**src/rtl/plotter_pkg.sv**
```systemverilog
// Shared definitions for the pen-plotter datapath.
//   feeder_state_t : state encoding of plotter_pixel_feeder
//   PIXEL_STEPS    : plotter steps drawn per image pixel
//   H_STEPS        : horizontal carriage travel in steps
//   V_STEPS        : vertical paper travel in steps
//   DEF_COLS/ROWS  : default frame geometry derived from the step counts
package plotter_pkg;

  localparam int unsigned PIXEL_STEPS = 9;
  localparam int unsigned H_STEPS     = 720;
  localparam int unsigned V_STEPS     = 960;

  // One column of margin keeps the last pixel's steps inside the carriage travel.
  localparam int unsigned DEF_COLS = H_STEPS / PIXEL_STEPS - 1;  // 79
  localparam int unsigned DEF_ROWS = V_STEPS / PIXEL_STEPS;      // 106

  typedef enum logic [2:0] {
    ST_IDLE,
    ST_FETCH,
    ST_PRESENT,
    ST_FLUSH,
    ST_DONE
  } feeder_state_t;

endpackage

```
**src/rtl/plotter_pixel_feeder.sv**
```systemverilog
// Streams a stored grayscale frame out of block RAM in raster order, thresholds
// each sample to one bit and presents it to the plotter controller.
// Ports:
//   clk_65mhz, rst     : system clock, synchronous active-high reset
//   start              : one-cycle pulse, begins a frame from IDLE or DONE
//   threshold, invert  : pixel = (sample < threshold) ^ invert
//   bram_addr/data     : frame BRAM read port, data valid RD_LAT cycles later
//   ready_next_pixel   : plotter level, rising edge consumes current pixel
//   drawing_done       : plotter level, frame finished
//   pixel_value        : thresholded bit to plotter
//   enable_plotter     : high once the first valid pixel is on the wire
//   busy               : high from accepted start until DONE
//   pixel_idx          : linear index of the presented pixel
module plotter_pixel_feeder
  import plotter_pkg::*;
#(
  parameter int unsigned COLS   = DEF_COLS,
  parameter int unsigned ROWS   = DEF_ROWS,
  parameter int unsigned ADDR_W = $clog2(COLS * ROWS),
  parameter int unsigned RD_LAT = 2
) (
  input  logic              clk_65mhz,
  input  logic              rst,
  input  logic              start,
  input  logic [7:0]        threshold,
  input  logic              invert,
  output logic [ADDR_W-1:0] bram_addr,
  input  logic [7:0]        bram_data,
  input  logic              ready_next_pixel,
  input  logic              drawing_done,
  output logic              pixel_value,
  output logic              enable_plotter,
  output logic              busy,
  output logic [ADDR_W-1:0] pixel_idx
);

  localparam int unsigned COL_W = (COLS > 1) ? $clog2(COLS) : 1;
  localparam int unsigned ROW_W = (ROWS > 1) ? $clog2(ROWS) : 1;
  localparam int unsigned LAT_W = (RD_LAT > 0) ? $clog2(RD_LAT + 1) : 1;

  localparam logic [COL_W-1:0] COL_LAST = COL_W'(COLS - 1);
  localparam logic [ROW_W-1:0] ROW_LAST = ROW_W'(ROWS - 1);
  localparam logic [LAT_W-1:0] LAT_LAST = LAT_W'(RD_LAT);

  feeder_state_t     state_q, state_d;
  logic [ADDR_W-1:0] addr_q,  addr_d;
  logic [COL_W-1:0]  col_q,   col_d;
  logic [ROW_W-1:0]  row_q,   row_d;
  logic [LAT_W-1:0]  lat_q,   lat_d;
  logic              pix_q,   pix_d;
  logic              en_q,    en_d;
  logic              busy_q,  busy_d;
  logic              rdy_q,   rdy_d;

  logic rdy_rise;
  logic last_pixel;

  always_ff @(posedge clk_65mhz) begin
    if (rst) begin
      state_q <= ST_IDLE;
      addr_q  <= '0;
      col_q   <= '0;
      row_q   <= '0;
      lat_q   <= '0;
      pix_q   <= 1'b0;
      en_q    <= 1'b0;
      busy_q  <= 1'b0;
      rdy_q   <= 1'b0;
    end else begin
      state_q <= state_d;
      addr_q  <= addr_d;
      col_q   <= col_d;
      row_q   <= row_d;
      lat_q   <= lat_d;
      pix_q   <= pix_d;
      en_q    <= en_d;
      busy_q  <= busy_d;
      rdy_q   <= rdy_d;
    end
  end

  assign rdy_rise   = ready_next_pixel & ~rdy_q;
  assign last_pixel = (col_q == COL_LAST) && (row_q == ROW_LAST);

  always_comb begin
    state_d = state_q;
    addr_d  = addr_q;
    col_d   = col_q;
    row_d   = row_q;
    lat_d   = lat_q;
    pix_d   = pix_q;
    en_d    = en_q;
    busy_d  = busy_q;
    rdy_d   = ready_next_pixel;

    unique case (state_q)
      ST_IDLE, ST_DONE: begin
        if (start) begin
          addr_d  = '0;
          col_d   = '0;
          row_d   = '0;
          lat_d   = '0;
          busy_d  = 1'b1;
          state_d = ST_FETCH;
        end
      end

      ST_FETCH: begin
        if (drawing_done) begin
          state_d = ST_DONE;
        end else if (lat_q == LAT_LAST) begin
          pix_d   = (bram_data < threshold) ^ invert;
          en_d    = 1'b1;
          state_d = ST_PRESENT;
        end else begin
          lat_d = lat_q + 1'b1;
        end
      end

      ST_PRESENT: begin
        if (drawing_done) begin
          state_d = ST_DONE;
        end else if (rdy_rise) begin
          if (last_pixel) begin
            pix_d   = 1'b0;
            state_d = ST_FLUSH;
          end else begin
            // Linear address runs alongside col/row; col/row only find the frame end.
            addr_d = addr_q + 1'b1;
            lat_d  = '0;
            if (col_q == COL_LAST) begin
              col_d = '0;
              row_d = row_q + 1'b1;
            end else begin
              col_d = col_q + 1'b1;
            end
            state_d = ST_FETCH;
          end
        end
      end

      ST_FLUSH: begin
        pix_d = 1'b0;
        if (drawing_done) begin
          state_d = ST_DONE;
        end
      end

      default: state_d = ST_IDLE;
    endcase

    // Every path into DONE parks the pen and releases the plotter.
    if (state_d == ST_DONE && state_q != ST_DONE) begin
      busy_d = 1'b0;
      en_d   = 1'b0;
      pix_d  = 1'b0;
    end
  end

  assign bram_addr      = addr_q;
  assign pixel_idx      = addr_q;
  assign pixel_value    = pix_q;
  assign enable_plotter = en_q;
  assign busy           = busy_q;

endmodule

```
**config.mk**
```make
export PLATFORM = sky130hd
export DESIGN_NAME = plotter_pixel_feeder
export DESIGN_NICKNAME = d
export VERILOG_FILES = /design/src/rtl/plotter_pkg.sv /design/src/rtl/plotter_pixel_feeder.sv
export SDC_FILE = /design/constraint.sdc
export NUM_CORES = 1
export LEC_CHECK = 0
export ABC_AREA = 1
export BUFFER_PORTS_ARGS = -buffer_cell sky130_fd_sc_hd__clkbuf_2
export CAP_MARGIN = 30
export CORE_MARGIN = 8
export CORE_UTILIZATION = 55
export DETAILED_ROUTE_END_ITERATION = 8
export GPL_TIMING_DRIVEN = 1
export HOLD_SLACK_MARGIN = 0.03
export PLACE_DENSITY = 0.85
export SETUP_SLACK_MARGIN = 0.05
export SLEW_MARGIN = 20
export SYNTH_ARGS = -nofsm -noshare
export SYNTH_HDL_FRONTEND = slang
export SYNTH_SLANG_ARGS = --single-unit
```
**constraint.sdc**
```tcl
create_clock -name clk_65mhz -period 1.9 [get_ports clk_65mhz]
set_input_delay 0.095 -clock clk_65mhz [delete_from_list [all_inputs] [get_ports clk_65mhz]]
set_output_delay 0.095 -clock clk_65mhz [all_outputs]
set_load 0.02 [all_outputs]
```
==> flow_metrics.env, run 1 <==
export IMPL_r2r_start="col_q[0]$_SDFFE_PP0P_"
export IMPL_ys_seq_area_share_pct=29.5
export IMPL_antenna_cells=0
export IMPL_met2_wirelength_mm=3.14
export IMPL_design_final_nets=463
export IMPL_max_slew_margin_rel_pct=74.8
export IMPL_hold_path_startpoint="start"
export IMPL_final_hold_violation_count=0
export IMPL_critical_path_cell_chain="inv_1 > ha_1 > nand2_1 > nor3_4 > nand2_1 > nand2_2 > a21oi_2 > buf_12 > nand2_1 > o21ai_1 > nor2_1"
export IMPL_io_pins=53
export IMPL_route_detailed_drc=0
export IMPL_postRouteAntennaNets=0
export IMPL_worst_clock_skew_ns=0.00591
export IMPL_mappedNetlistArea_mm2=0.00251
export IMPL_design_die_area_mm2=0.00698
export IMPL_initial_antenna_violation_count=0
export IMPL_critical_path_reg2reg_endpoint="bram_addr[1]$_SDFFE_PP0P_"
export IMPL_ys_ff_latch=37
export IMPL_worst_path_most_repeated_cell="nand2_1"
export IMPL_syn_area_per_cell_um2=6.52
export IMPL_place_congestion=0.880
export IMPL_max_stage_delay_ns=0.39
export IMPL_run_status="complete, no violations"
export IMPL_tritoncts_num_buffers=5
export IMPL_die_height_um=83.5
export IMPL_timing_final_setup_violations=0
export IMPL_worst_path_max_delay_cell="dfxtp_1"
export IMPL_chipWidth_um=83.5
export IMPL_dr_first_iter_drc_count=134
export IMPL_layout_worst_path_cycle_share_pct=87.2
export IMPL_avgRoutedWirePerCell_um=12.6
export IMPL_pwr_density_cell_mw_per_mm2=586
export IMPL_hold_depth=3
export IMPL_syn_inst=385
export IMPL_wirelength_met1_mm=2.38
export IMPL_clock_path_buffers=2
export IMPL_crit_path_max_fanout=22
export IMPL_detail_routed_via_count_per_cell=5.20
export IMPL_place_worst_setup_slack_ns=0.160
export IMPL_grt_first_pass_wirelength_mm=10.1
export IMPL_initial_standard_cell_utilization_of_the_core_pct=57.2
export IMPL_gr_usage_all_layers_pct=17.1
export IMPL_setup_total_negative_slack_ns=0
export IMPL_unrepaired_setup_endpoints_after_global_routing="no"
export IMPL_tritoncts="yes"
export IMPL_worstPathRequired_ns=2.08
export IMPL_place_port_buffers=52
export IMPL_worst_ep_arrival_time_ns=1.84
export IMPL_clk_transition_reported_paths_ns=0.07
export IMPL_layout_common_cells="nand2_1, nor2_1, clkbuf_2, dfxtp_1, inv_1"
export IMPL_syn_nets=420
export IMPL_finish_utilization_pct=65.5
export IMPL_topRoutingLayerUsed="met4"
export IMPL_largest_net_degree_at_the_start_of_global_routing=28
export IMPL_cap_violations=0
export IMPL_clock_sink_count=37
export IMPL_grt_pass1_vias=2310
export IMPL_hold_path_class="input pin to flip-flop"
export IMPL_final_critical_path_setup_slack_ns=0.243
export IMPL_slew_violations=0
export IMPL_synth_simple_area_share_pct=36.2
export IMPL_timing_hold_worst_endpoint="busy$_SDFFE_PP0P_"
export IMPL_h_tree_depth=2
export IMPL_p_leak_nw=1.22
export IMPL_max_clock_freq_mhz=604
export IMPL_yosys_mux_area_fraction_pct=0
export IMPL_clk_root_buffer_cell="clkbuf_8"
export IMPL_clock_insertion_delay_worst_skew_ns=0.30
export IMPL_dp_hpwl_mm=4.50
export IMPL_tightest_slew_ns=0.374
export IMPL_first_pass_drt_iterations=4
export IMPL_criticalPathCategory="flip-flop to flip-flop"
export IMPL_period_needed_ns=1.66
export IMPL_yosys_area_share_xor_xnor_pct=4.54
export IMPL_vdd_ir_drop_worst_mv=0.564
export IMPL_synth_compound_gate_area_share_pct=11.6
export IMPL_areaGrowthSynthToFinish_pct=14.4
export IMPL_floorplan_core_area_mm2=0.00438
export IMPL_synthesis_yosys_warnings=0
export IMPL_synth_distinct_cells=31
export IMPL_layout_cells_most_common="nand2_1"
export IMPL_met3_wirelength_um=479
export IMPL_r2r_worst_path_cells=11
export IMPL_nature_of_the_critical_path_startpoint="flip-flop"
export IMPL_setup_worst_path_end_class="flip-flop"
export IMPL_placementRows=24
export IMPL_grt_remaining_overflow=0
export IMPL_synth_adder_area_share_pct=6.48
export IMPL_synth_top_family_by_area="simple AND/OR/NAND/NOR gates"
export IMPL_r2r_setup_slack_ns=0.24
export IMPL_routed_wl_mm=6.05
export IMPL_layout_drive_gt1_share_pct=21.4
export IMPL_vias=2502
==> how the worst max path moves through the flow <==
| stage | startpoint | end | cells after the start |
|---|---|---|---|
| global placement | col_q[0]$_SDFFE_PP0P_ | col_q[0]$_SDFFE_PP0P_ | 10 |
| detailed placement | col_q[0]$_SDFFE_PP0P_ | bram_addr[9]$_SDFFE_PP0P_ | 10 |
| finish | col_q[0]$_SDFFE_PP0P_ | bram_addr[1]$_SDFFE_PP0P_ | 11 |
| CTS | col_q[0]$_SDFFE_PP0P_ | bram_addr[9]$_SDFFE_PP0P_ | 10 |
| global route | col_q[0]$_SDFFE_PP0P_ | bram_addr[9]$_SDFFE_PP0P_ | 10 |
| floorplan | col_q[0]$_SDFFE_PP0P_ | bram_addr[4]$_SDFFE_PP0P_ | 11 |
==> stage by stage <==
step                instance area (um2)  total power, W  hold slack (ns)  instances
global placement                   2730         0.00107            0.317        471
global route                       2870         0.00177            0.112        481
finish                             2870         0.00168           0.0932        481
CTS                                2840         0.00168           0.0839        480
floorplan                          2510        0.000999            0.220        385
detailed placement                 2730         0.00108            0.332        471
==> synthesized netlist by cell type <==
cell        n  area share [%]
nand2_1   109              16
nor2_1     59             8.8
dfxtp_1    37              30
inv_1      35             5.2
a21oi_1    24             4.8
nand3_1    24             4.8
buf_4      14             4.2
ha_1       13             6.5
a21oi_2    11             3.8
xor2_1     11             3.8
clkbuf_1    5            0.75
nor3_1      5             1.0
inv_2       4            0.60
nand4_1     4             1.0
o21ai_0     4            0.80
nand2_2     3            0.75
nor3b_1     3            0.90
o21ai_1     3            0.60
buf_2       2            0.40
nand3_2     2            0.80
or2_2       2            0.50
xnor2_1     2            0.70
a211oi_1    1            0.30
a221oi_1    1            0.35
buf_6       1            0.45
nand2_4     1            0.45
nor3_4      1            0.65
nor4_1      1            0.25
o21a_1      1            0.30
o21ai_2     1            0.35
o21bai_1    1            0.30
==> worst max-delay path, delay by kind of cell, from the launching register on <==
family          cells  cell delay [ns]
simple gates        6             0.43
flops               1             0.39
buf+inv             2             0.26
fa+ha+maj           1             0.20
compound gates      2             0.25
==> cell families (layout without fill, tap and decap cells) <==
| kind of cell | after synthesis | count (layout) |
|---|---|---|
| xor+xnor | 13 | 13 |
| compound gates | 47 | 47 |
| buf+inv | 61 | 105 |
| flops | 37 | 37 |
| fa+ha+maj | 13 | 13 |
| simple gates | 214 | 214 |
==> where the power goes <==
group	switching [W]	internal (W)	total, W
combinational	0.000162	0.0000960	0.000258
sequential	0.0000187	0.000793	0.000812
clock	0.000285	0.000328	0.000613
total	0.000465	0.00122	0.00168
==> flip-flops by register name, indices dropped and copies added, names as in the netlist <==
name            count
bram_addr          14
col_q               7
row_q               7
state_q             3
lat_q               2
busy                1
enable_plotter      1
pixel_value         1
rdy_q               1
==> layout make-up <==
type,instances,area (um2)
well taps,52,65.1
clock buffers,7,96.3
flip-flops and latches,37,742
clock inverters,1,5.00
fillers,405,1510
inverters,39,146
repair buffers,58,320
multi-input cells,287,1500
==> what timing repair did <==
item                                    4_1_cts  5_1_grt
buffers inserted                              0        1
endpoints found under the hold margin         1        0
hold buffers                                  1        0
gates resized for setup                       0        4
endpoints found under the setup margin        0       21
==> layer usage <==
metal / vias up / track usage (%)
met5: - / 0
met4: 0 / 4.87
met3: 7 / 6.05
met2: 77 / 30.8
met1: 1121 / 18.3
li1: 1297 / -
(Power assumes the default switching activity.)
==> inputs of run 2 (changes only) <==
--- a/config.mk
+++ b/config.mk
@@ -14,7 +14,7 @@
 export GPL_TIMING_DRIVEN = 1
 export HOLD_SLACK_MARGIN = 0.03
 export PLACE_DENSITY = 0.85
-export SETUP_SLACK_MARGIN = 0.05
+export SETUP_SLACK_MARGIN = 0.3
 export SLEW_MARGIN = 20
 export SYNTH_ARGS = -nofsm -noshare
 export SYNTH_HDL_FRONTEND = slang
==> run 2 against run 1 <==
Core utilization grew 5.2 points. Largest power group unchanged. Via count grew 8.0%. Wire length grew 17%. Critical endpoint is now col_q[3]$_SDFFE_PP0P_. Clock power grew 1%. Die area is the same. Highest routed layer unchanged. Cell count grew 1.7%. First-iteration DRC count grew 51%. Flip-flop and latch count is the same. Clock skew is essentially flat. Hold slack lost 0.0028 ns. Register-to-register slack is essentially flat. Critical path type unchanged. Critical path depth shrank 1.
==> flow_metrics.env, run 2 (synthesized netlist as in run 1, its figures left out) <==
export IMPL_run_status="complete, no violations"
export IMPL_dp_hpwl_mm=4.50
export IMPL_setup_total_negative_slack_ns=0
export IMPL_worst_clock_skew_ns=0.00595
export IMPL_route_detailed_drc=0
export IMPL_layout_worst_path_cycle_share_pct=87.4
export IMPL_nFillCells=358
export IMPL_placementRows=24
export IMPL_first_pass_drt_iterations=5
export IMPL_place_port_buffers=52
export IMPL_detail_routed_via_count_per_cell=5.53
export IMPL_hold_path_startpoint="start"
export IMPL_areaGrowthSynthToFinish_pct=23.5
export IMPL_dr_first_iter_drc_count=203
export IMPL_slew_violations=0
export IMPL_netSwitchingPower_w=0.000514
export IMPL_grt_first_pass_wirelength_mm=10.2
export IMPL_initial_antenna_violation_count=0
export IMPL_pwr_share_seq_pct=46.1
export IMPL_antenna_cells=0
export IMPL_final_hold_violation_count=0
export IMPL_place_congestion=0.880
export IMPL_unrepaired_setup_endpoints_after_global_routing="yes"
export IMPL_clock_path_buffers=2
export IMPL_internal_power_summed_over_all_cells_w=0.00125
export IMPL_clk_transition_reported_paths_ns=0.08
export IMPL_tritoncts="yes"
export IMPL_initial_standard_cell_utilization_of_the_core_pct=57.2
export IMPL_nature_of_the_critical_path_startpoint="flip-flop"
export IMPL_worst_ep_arrival_time_ns=1.90
export IMPL_layout_cells_most_common="nand2_1"
export IMPL_grt_remaining_overflow=0
export IMPL_die_height_um=83.5
export IMPL_postRouteAntennaNets=0
export IMPL_p_sw_share_pct=29.0
export IMPL_criticalPathCategory="flip-flop to flip-flop"
export IMPL_tightest_slew_ns=0.372
export IMPL_r2r_start="col_q[0]$_SDFFE_PP0P_"
export IMPL_h_tree_depth=2
export IMPL_critical_path_startpoint="col_q[0]$_SDFFE_PP0P_"
export IMPL_cap_violations=0
export IMPL_tritoncts_num_buffers=5
export IMPL_clk_root_buffer_cell="clkbuf_8"
export IMPL_crit_path_max_fanout=6
export IMPL_largest_net_degree_at_the_start_of_global_routing=28
export IMPL_gr_usage_all_layers_pct=17.3
export IMPL_avgRoutedWirePerCell_um=14.4
export IMPL_finish_utilization_pct=70.7
export IMPL_design_die_area_mm2=0.00698
export IMPL_layout_common_cells="nand2_1, nor2_1, clkbuf_2, inv_1, dfxtp_1"
export IMPL_max_slew_margin_rel_pct=74.9
export IMPL_floorplan_core_area_mm2=0.00438
export IMPL_worstPathRequired_ns=2.14
export IMPL_p_leak_nw=1.31
export IMPL_largest_register_ff_count=14
export IMPL_clock_sink_count=37
export IMPL_chipWidth_um=83.5
export IMPL_max_clock_freq_mhz=602
export IMPL_routed_wl_mm=7.07
export IMPL_io_pins=53
export IMPL_design_final_nets=471
export IMPL_pwr_share_comb_pct=18.7
export IMPL_setup_worst_path_end_class="flip-flop"
export IMPL_hold_path_class="input pin to flip-flop"
export IMPL_vdd_ir_drop_worst_mv=0.564
export IMPL_period_needed_ns=1.66
export IMPL_clock_power_share_pct=35.2
export IMPL_layout_drive_gt1_share_pct=28.4
export IMPL_pwr_density_cell_mw_per_mm2=571
export IMPL_grt_pass1_vias=2332
export IMPL_timing_final_setup_violations=0
export IMPL_vias=2702
export IMPL_clock_insertion_delay_worst_skew_ns=0.30
[run 2: cell types whose count changed in the layout (fill, tap and decap cells not counted), sizes merged]
cell / delta
buf: +4
clkbuf: +2
nand2: +2
[run 2: power by group through the flow]
stage               clock network, W  registers (W)  logic (W)
floorplan                          0       0.000832   0.000168
global placement                   0       0.000828   0.000240
detailed placement                 0       0.000829   0.000247
CTS                         0.000622       0.000812   0.000258
global route                0.000667       0.000817   0.000360
finish                      0.000622       0.000815   0.000331
[run 2: repair_timing]
item | 4_1_cts | 5_1_grt
setup buffers | 1 | 3
pin swaps | 1 | 6
hold buffers | 1 | 0
resized for setup | 6 | 34
endpoints found under the setup margin | 30 | 31
endpoints found under the hold margin | 1 | 0
gates cloned | 0 | 5
[run 2: layout make-up]
cell class                 count  area [um2]  share of cell area, %
clock buffer                   7        96.3                   3.11
clock inverter                 1        5.00                  0.161
inverter                      39         149                   4.80
multi-input combinational    289        1620                   52.3
sequential                    37         754                   24.3
tap                           52        65.1                   2.10
timing repair buffer          64         408                   13.2
[run 2: metrics by stage]
step	hold slack, ns	setup WS, ns	total power (W)	instance area [um2]	std cells
global route	0.114	0.128	0.00184	3100	489
CTS	0.0839	0.283	0.00169	2880	481
floorplan	0.220	0.344	0.000999	2510	385
detailed placement	0.332	0.160	0.00108	2730	471
finish	0.0904	0.239	0.00177	3100	489
global placement	0.317	0.287	0.00107	2730	471
[run 2: worst max-delay path, stage by stage, from the launching register on]
cell	delay, ns
dfxtp_4	0.38
inv_4	0.04
ha_4	0.15
nand2_4	0.08
nor3_4	0.05
nand2_2	0.09
nand2_4	0.08
a21oi_4	0.32
clkbuf_16	0.23
nand2_1	0.08
a21oi_2	0.12
[run 2: path summary, 6_finish.rpt]
| path | end | slack [ns] | cells past startpoint |
|---|---|---|---|
| worst max-delay path | col_q[3]$_SDFFE_PP0P_ | 0.24 | 10 |
| worst min register to register | pixel_value$_SDFFE_PP0P_ | 0.47 | 2 |
| worst min-delay path | busy$_SDFFE_PP0P_ | 0.09 | 3 |
| worst max register to register | col_q[3]$_SDFFE_PP0P_ | 0.24 | 10 |
[run 2: per-layer routing]
metal,vias to the layer above,part of all wire [%],GRT usage (%)
met5,-,0,0
met4,0,2.2,4.87
met3,22,8.9,6.05
met2,128,52,31.1
met1,1239,37,18.5
li1,1313,-,-
